<file path="src/rtl/rifl_axis_pkg.sv">
// Shared types and helpers for the RIFL AXI-Stream width down-converter.
// The null-slice skipping option is selected by RIFL_DWC_SKIP_NULL_EN.
package rifl_axis_pkg;

   localparam int unsigned MAX_KEEP    = 512;
   localparam int unsigned MAX_RATIO   = 64;
   localparam int unsigned MAX_KEEP_W  = $clog2(MAX_KEEP);
   localparam int unsigned MAX_RATIO_W = $clog2(MAX_RATIO);

   typedef enum logic {
      EMPTY = 1'b0,
      SEND  = 1'b1
   } dwc_state_e;

   function automatic int unsigned dwc_ratio(input int unsigned s_dwidth,
                                             input int unsigned m_dwidth);
      return (m_dwidth == 0) ? 0 : s_dwidth / m_dwidth;
   endfunction

   function automatic int unsigned dwc_idx_width(input int unsigned ratio);
      return (ratio > 1) ? $clog2(ratio) : 1;
   endfunction

   function automatic bit dwc_ratio_ok(input int unsigned ratio);
      return (ratio >= 2) && (ratio <= MAX_RATIO) && ((ratio & (ratio - 1)) == 0);
   endfunction

   // Bit k of the result is set when slice k has at least one keep bit set.
   function automatic logic [MAX_RATIO-1:0] slice_nonnull(input logic [MAX_KEEP-1:0] keep,
                                                          input int unsigned        ratio,
                                                          input int unsigned        slice_bytes);
      logic [MAX_RATIO-1:0] nn;
      nn = '0;
      for (int unsigned i = 0; i < MAX_KEEP; i++) begin
         if ((i < ratio * slice_bytes) && keep[MAX_KEEP_W'(i)]) begin
            nn[MAX_RATIO_W'(i / slice_bytes)] = 1'b1;
         end
      end
      return nn;
   endfunction

endpackage

</file>
<file path="src/rtl/rifl_seg_prio_enc.sv">
// Slice priority encoder: first set slice at or after start, highest set
// slice, and an all-clear flag.
module rifl_seg_prio_enc
   import rifl_axis_pkg::*;
#(
   parameter int unsigned RATIO = 4,
   localparam int unsigned IW   = dwc_idx_width(RATIO)
) (
   input  logic [RATIO-1:0] vec,
   input  logic [IW-1:0]    start,
   output logic [IW-1:0]    next_idx,
   output logic [IW-1:0]    high_idx,
   output logic             none
);

   always_comb begin
      logic found;
      found    = 1'b0;
      next_idx = start;
      high_idx = '0;
      none     = ~|vec;
      for (int unsigned i = 0; i < RATIO; i++) begin
         if (vec[IW'(i)]) begin
            high_idx = IW'(i);
            if (!found && (IW'(i) >= start)) begin
               next_idx = IW'(i);
               found    = 1'b1;
            end
         end
      end
   end

endmodule

</file>
<file path="src/rtl/rifl_axis_downsizer.sv">
// AXI-Stream width down-converter: one wide word in, RATIO narrow beats out,
// LSB slice first. Define RIFL_DWC_SKIP_NULL_EN to skip null slices in every word.
module rifl_axis_downsizer
   import rifl_axis_pkg::*;
#(
   parameter int unsigned S_DWIDTH = 512,
   parameter int unsigned M_DWIDTH = 64
) (
   input  logic                  clk,
   input  logic                  rst,
   input  logic [S_DWIDTH-1:0]   s_axis_tdata,
   input  logic [S_DWIDTH/8-1:0] s_axis_tkeep,
   input  logic                  s_axis_tlast,
   input  logic                  s_axis_tvalid,
   output logic                  s_axis_tready,
   output logic [M_DWIDTH-1:0]   m_axis_tdata,
   output logic [M_DWIDTH/8-1:0] m_axis_tkeep,
   output logic                  m_axis_tlast,
   output logic                  m_axis_tvalid,
   input  logic                  m_axis_tready
);

   localparam int unsigned RATIO  = dwc_ratio(S_DWIDTH, M_DWIDTH);
   localparam int unsigned IW     = dwc_idx_width(RATIO);
   localparam int unsigned S_KEEP = S_DWIDTH / 8;
   localparam int unsigned M_KEEP = M_DWIDTH / 8;
   localparam logic [IW-1:0] LAST_IDX = IW'(RATIO - 1);

   generate
      if ((S_DWIDTH % 8 != 0) || (M_DWIDTH % 8 != 0) || (M_DWIDTH == 0) ||
          (RATIO * M_DWIDTH != S_DWIDTH) || !dwc_ratio_ok(RATIO) || (S_KEEP > MAX_KEEP)) begin : g_bad_cfg
         $error("rifl_axis_downsizer: widths must be byte multiples with a power-of-two ratio >= 2");
      end
   endgenerate

   dwc_state_e            state_q, state_d;
   logic [S_DWIDTH-1:0]   data_q, data_d;
   logic [S_KEEP-1:0]     keep_q, keep_d;
   logic                  last_q, last_d;
   logic [IW-1:0]         idx_q, idx_d;

   logic [RATIO-1:0]      hold_nn;
   logic [IW-1:0]         hold_next, hold_high;
   logic                  hold_none;
   logic [IW-1:0]         fin, adv_idx, load_idx;
   logic                  load_valid;
   logic                  valid_q, at_fin, accept;

   assign hold_nn = RATIO'(slice_nonnull(MAX_KEEP'(keep_q), RATIO, M_KEEP));

   rifl_seg_prio_enc #(.RATIO(RATIO)) u_hold_enc (
      .vec      (hold_nn),
      .start    (IW'(idx_q + 1'b1)),
      .next_idx (hold_next),
      .high_idx (hold_high),
      .none     (hold_none)
   );

`ifdef RIFL_DWC_SKIP_NULL_EN
   logic [RATIO-1:0] in_nn;
   logic [IW-1:0]    in_first, in_high;
   logic             in_none;
   logic             unused_enc_bits;

   assign in_nn = RATIO'(slice_nonnull(MAX_KEEP'(s_axis_tkeep), RATIO, M_KEEP));

   rifl_seg_prio_enc #(.RATIO(RATIO)) u_in_enc (
      .vec      (in_nn),
      .start    ('0),
      .next_idx (in_first),
      .high_idx (in_high),
      .none     (in_none)
   );

   // Highest set index is 0 when the keep is empty, which gives the single keep-0 beat.
   assign fin        = hold_high;
   assign adv_idx    = hold_next;
   assign load_idx   = in_none ? '0 : in_first;
   assign load_valid = s_axis_tlast | ~in_none;
   assign unused_enc_bits = ^{in_high, hold_none};
`else
   logic unused_enc_bits;

   assign fin        = last_q ? hold_high : LAST_IDX;
   assign adv_idx    = IW'(idx_q + 1'b1);
   assign load_idx   = '0;
   assign load_valid = 1'b1;
   assign unused_enc_bits = ^{hold_next, hold_none};
`endif

   assign valid_q       = (state_q == SEND);
   assign at_fin        = (idx_q == fin);
   assign s_axis_tready = ~rst & (~valid_q | (m_axis_tready & at_fin));
   assign accept        = s_axis_tvalid & s_axis_tready;

   assign m_axis_tvalid = valid_q;
   assign m_axis_tlast  = last_q & at_fin;
   assign m_axis_tdata  = M_DWIDTH'(data_q >> (idx_q * M_DWIDTH));
   assign m_axis_tkeep  = M_KEEP'(keep_q >> (idx_q * M_KEEP));

   // Holding register and slice index.
   always_ff @(posedge clk) begin
      if (rst) begin
         state_q <= EMPTY;
         data_q  <= '0;
         keep_q  <= '0;
         last_q  <= 1'b0;
         idx_q   <= '0;
      end else begin
         state_q <= state_d;
         data_q  <= data_d;
         keep_q  <= keep_d;
         last_q  <= last_d;
         idx_q   <= idx_d;
      end
   end

   // Retire or advance on an output handshake; a load overrides the retire.
   always_comb begin
      state_d = state_q;
      data_d  = data_q;
      keep_d  = keep_q;
      last_d  = last_q;
      idx_d   = idx_q;
      case (state_q)
         SEND: begin
            if (m_axis_tready) begin
               if (at_fin) state_d = EMPTY;
               else        idx_d   = adv_idx;
            end
         end
         default: state_d = state_q;
      endcase
      if (accept) begin
         data_d  = s_axis_tdata;
         keep_d  = s_axis_tkeep;
         last_d  = s_axis_tlast;
         idx_d   = load_idx;
         state_d = load_valid ? SEND : EMPTY;
      end
   end

endmodule

</file>
<file path="config.mk">
export PLATFORM = sky130hd
export DESIGN_NAME = rifl_axis_downsizer
export DESIGN_NICKNAME = d
export VERILOG_FILES = /design/src/rtl/rifl_axis_pkg.sv /design/src/rtl/rifl_seg_prio_enc.sv /design/src/rtl/rifl_axis_downsizer.sv
export SDC_FILE = /design/constraint.sdc
export NUM_CORES = 1
export LEC_CHECK = 0
export ABC_AREA = 1
export CAP_MARGIN = 10
export CORE_AREA = 5 5 253 255
export CTS_CLUSTER_DIAMETER = 50
export DETAILED_ROUTE_END_ITERATION = 16
export DIE_AREA = 0 0 258 260
export PLACE_DENSITY = 0.83
export SYNTH_ARGS = -nofsm -noshare
export SYNTH_HDL_FRONTEND = slang
export SYNTH_SLANG_ARGS = --single-unit
</file>
<file path="constraint.sdc">
create_clock -name clk -period 3.9 [get_ports clk]
set_input_delay 0.585 -clock clk [delete_from_list [all_inputs] [get_ports clk]]
set_output_delay 0.585 -clock clk [all_outputs]
set_load 0.1 [all_outputs]
</file>
## After elaboration in Yosys (flattened, before gate mapping)

Cells that the tools add are included.

- RAM bits: 0
- Register bits: 581
- Output and inout port bits: 75
- Memories: 0
- Latch bits: 0
- Bits in read-only memories: 0
- Input bits: 581
- Logic and storage cells: 87

- $lt $le $gt $ge: 0
- Bitwise operators: 8
- Multiply operators: 0
- Reduce and logical (&&, ||, !) cells: 2
- Div/mod/pow operators: 0
- Muxes and demuxes: 68
- Eq/ne operators: 1
- Add/sub/neg operators: 1
- Shifts and indexed selects: 2

Operators with widths:

| kind | count |
|---|---|
| $shr 512x9->64 | 1 |
| $shr 64x6->8 | 1 |
| $mux 1 | 61 |
| $mux 3 | 5 |
| $and 1x1->1 | 4 |
| $mux 2 | 2 |
| $add 3x1->3 const B | 1 |
| $eq 3x3->1 | 1 |
| $not 1->1 | 3 |
| $reduce_and 3->1 | 1 |
| $reduce_or 2->1 | 1 |
| $or 1x1->1 | 1 |

## Depth between registers and ports, before layout

- Word-level depth: 22
- Mapped depth: 19
- Gate-level depth less buffers: 17

## Cells and area by module

A second synthesis with hierarchy kept.

- Cells, all modules: 3740
- Area total of the unflattened synthesis: 28132.0 um^2

Modules (own cells, without submodules):

| module | times used | area each (um^2) | cells each | seq. area each (um^2) |
|---|---|---|---|---|
| rifl_axis_downsizer | 1 | 27861.7 | 3685 | 11631.2 |
| rifl_seg_prio_enc | 1 | 270.3 | 55 | 0.0 |

## Worst setup path before layout

No wires, ideal clock.

- Path kind: reg-to-output
- From: reg idx_q[0]
- To: out m_axis_tdata[13]
- Arrival: 3.098 ns
- Data required time: 3.315 ns
- Cell stages (with the launch flop): 8
- Buffers on the path: 3
- Slack: 0.217 ns
- Path through: dfxtp_1 > clkbuf_1 > clkbuf_1 > clkbuf_1 > nor2_1 > nor2_1 > o21ai_0 > a31oi_1

- Cells in the longest elaborated chain, start to end: 1

Ends and longest elaborated chain:

| element | RTL line | text |
|---|---|---|
| start: declaration | rifl_axis_downsizer.sv:40 | `logic [IW-1:0] idx_q, idx_d;` |
| start signal: assignment | rifl_axis_downsizer.sv:114 | `idx_q <= idx_d;` |
| $shr 512x9->64 | rifl_axis_downsizer.sv:98 | `assign m_axis_tdata = M_DWIDTH'(data_q >> (idx_q * M_DWIDTH));` |
| end: declaration | rifl_axis_downsizer.sv:16 | `output logic [M_DWIDTH-1:0] m_axis_tdata,` |

Every way passes these cells.

## Worst setup path after layout

- From: reg idx_q[0]
- To: out m_axis_tdata[43]

The elaborated chain is that of the path after synthesis.

==> summary.txt <==
Cells and area
  • FILL cells: approximately 5000
  • Footprint of the multi-input gates: ~0.015 mm2
  • Share of cells above drive strength 1: 0.1830
  • Seq. cell area: ~0.012 mm2
  • Area Overhead vs Synth: 29.34%
  • Final net count: between 4000 and 5000

Route
  • Vias: ~29000
  • Avg WL per Cell: around 23 um
  • Drt first-iter violations: between 3000 and 4000
  • ANT nets after route: 0
  • Drt pass-1 iters: 6
  • Final Routed Wirelength: 116300 um
  • DRC Markers: 0
  • Vias/cell: between 5 and 6

Critical path
  • Endpoint of the worst register-to-register path: data_q[204]
  • CP Class: reg2out
  • Worst Path Max Fanout: 103
  • Worst setup startpoint: idx_q[0]
  • Cell chain of the critical path: buf_12 -> buf_4 -> nor2_1 -> nor2_1 -> o21ai_0 -> a31oi_2 -> buf_12
  • Setup slack, reg-to-reg: just over 900 ps
  • WP buf/inv: 3
  • Worst EP required: 3310 ps
  • CP peak stage delay: a little over 600 ps
  • R2R depth: 11
  • Family with the most delay on the worst path: buffers and inverters
  • Reg-to-reg startpoint: idx_q[1]
  • CP max stage cell: dfxtp_4
  • CP startpoint kind: flop
  • Worst setup EP type: output pin
  • Crit path DAT: between 3000 and 4000 ps

Flow run
  • MaxCap Viol Count: 0

Power
  • Leak Pwr: about 16 nW
  • Tot Pwr: ~0.017 W
  • Power Density: 435.9 mW/mm2
  • Worst VDD drop: ~0.00026 V

Clocking
  • Clk slew on worst S/H paths: about 60 ps
  • TritonCTS Sinks: between 500 and 600
  • Clk Latency, worst-skew pair: approximately 610 ps
  • Post-CTS Setup Bufs: 0
  • Root buf cell: clkbuf_16
  • H-Tree Depth: 3
  • Num CTS Buffers: 68
  • Clock buffer depth: 3
  • Hold buffer count at cts: 0
  • CTS tree: yes

STA
  • Final min period: between 3000 and 4000 ps
  • Slew of the pin with the lowest slew margin: 1122 ps
  • Final Hold Violating Endpoints: 0
  • RSZ-0062 raised after global routing: false
  • Setup violators final: 0
  • Clock Skews: 23.34 ps
  • Max_slew headroom: 0.2518
  • Final cycle utilization of the critical path: 0.9745
  • FMAX: about 260 MHz
  • Final TNS setup: 0 ps
  • Fin. max-slew vios: 0

Worst hold path
  • Hold path cells: 2
  • Hold EP: data_q[221]
  • Min-delay worst type: reg2reg
  • Hold Path Origin: data_q[221]

Die
  • Die width: 258 um
  • Core area: 0.06137 mm2
  • Die Y-Extent: between 200 and 300 um
  • # IOs: around 660
  • Row cnt: 91
  • Starting Density: 0.4845
  • DIE AREA: approximately 0.067 mm2

GRT
  • Total track usage: 0.3258
  • Largest net degree at the start of global routing: 207
  • First-pass GRT wire length: ~170000 um
  • Total grt overflow: 0
  • Vias in the first global route: 27290
  • Initial antenna violation count: 33

Status
  • Outcome: completed

Logic synthesis
  • Ys async rst share: 0
  • Dominant cell type by area after synthesis: dfxtp_1
  • Most numerous cell in the Yosys netlist: nand3_1
  • Top cell type's share of synthesized area: 0.3912
  • Synthesized Nets: between 4000 and 5000
  • EDFF count, synth: 0
  • Post-Synthesis Cells: about 3700
  • Unique masters post-synth: 31
  • Post-synthesis sequential element count: 581
  • Register area share after synthesis: 0.3912
  • Post-Syn Area: around 0.030 mm2
  • Avg Inst Size Synth: around 8.0 um2
  • Top cells by area, synth: dfxtp_1 (39%), nand3_2 (16%), nand3_1 (12%)
  • Synth warnings: 0
  • Post-synth top cells: nand3_1 (685), nand2_1 (624), dfxtp_1 (581), nor2_1 (488), nand3_2 (477)
  • Top_reg_cell synth: dfxtp_1

Place
  • DP HPWL: approximately 83000 um
  • Gpl congestion: between 0.9 and 1
  • IO buf count: 655
## flip-flops by register name, summed over array words and instances (netlist names)
| name | flops |
|---|---|
| data_q | 512 |
| idx_q | 3 |
| keep_q | 64 |
| last_q | 1 |
| m_axis_tvalid | 1 |
## cells by family after synthesis
family | after synthesis | synth area share
and+or+nand+nor | 2284 | 0.4187
DFF | 581 | 0.3912
AOI/OAI and AO/OA | 459 | 0.08336
buffers and inverters | 400 | 0.1058
xor gates and xnor gates | 2 | 0.0005892
adders and majority gates | 1 | 0.0004207
## worst register-to-register path: stages (launching register included)
cell     delay [ps]
dfxtp_4         790
inv_6           280
nand2_1         190
nand2_1         100
nor2_4          100
nand4_2         160
a21oi_4         180
buf_4           170
buf_4           300
buf_12          360
nand3_2         180
nand2_1         110
## metal layers
metal  part of all wire  vias to the layer above  track usage
met5            0.00076                        -            0
met3               0.11                      273      0.09359
met1               0.39                    13740       0.4240
met4              0.054                       12       0.1590
met2               0.45                     1699       0.4983
li1                   -                    13620            -
## where the power goes
part | switching [W] | leakage (nW) | internal [W]
clock network | 0.00267 | 1.13 | 0.00388
logic | 0.00214 | 10.4 | 0.00140
registers | 0.000288 | 4.80 | 0.00640
## placed cells by master (no fill, tap or decap), drive strengths merged, types with 2 or more instances in the layout
| cell | synthesis | routed |
|---|---|---|
| diode | 0 | 26 |
| nor2 | 490 | 490 |
| dfxtp | 581 | 581 |
| nand3 | 1162 | 1162 |
| buf | 252 | 167 |
| nand4 | 4 | 4 |
| o21ai | 297 | 297 |
| o22ai | 64 | 64 |
| clkinv | 1 | 12 |
| clkdlybuf4s50 | 0 | 580 |
| clkbuf | 110 | 96 |
| a31oi | 72 | 72 |
| nor3 | 2 | 2 |
| nand2 | 625 | 625 |
| bufinv | 0 | 4 |
| a21oi | 26 | 26 |
| inv | 33 | 42 |
## metrics by stage
stage               cells  cell area [um2]    util  hold slack [ps]  worst slack, ps
floorplan            3727            29730       -            433.5            216.9
global placement     4898            36090  0.5880            444.0            802.3
detailed placement   4898            36090  0.5880            451.3            800.8
CTS                  5019            38380  0.6254            459.1            112.4
global route         5034            38430  0.6262            473.7            54.50
finish               5045            38460  0.6267            458.9            99.28
## layout make-up
cell class / instances / area share
Sequential cell: 581 / 0.3026
Timing Repair Buffer: 747 / 0.2170
Inverter: 34 / 0.003904
Multi-Input combinational cell: 2746 / 0.3893
Antenna cell: 26 / 0.001692
Clock buffer: 96 / 0.05202
Tap cell: 790 / 0.02570
Clock inverter: 25 / 0.007711
## worst max path at each step
stage | to | slack [ps] | cells past startpoint
finish | m_axis_tdata[43] | 100 | 7
global route | m_axis_tdata[43] | 50 | 7
CTS | m_axis_tdata[43] | 110 | 7
detailed placement | m_axis_tdata[8] | 800 | 7
global placement | m_axis_tdata[8] | 800 | 7
floorplan | m_axis_tdata[13] | 220 | 7
## timing repair
item	4_1_cts	5_1_grt
hold endpoints to repair	0	0
resized for setup	0	2
endpoints found under the setup margin	0	3
(Power assumes the default switching activity.)
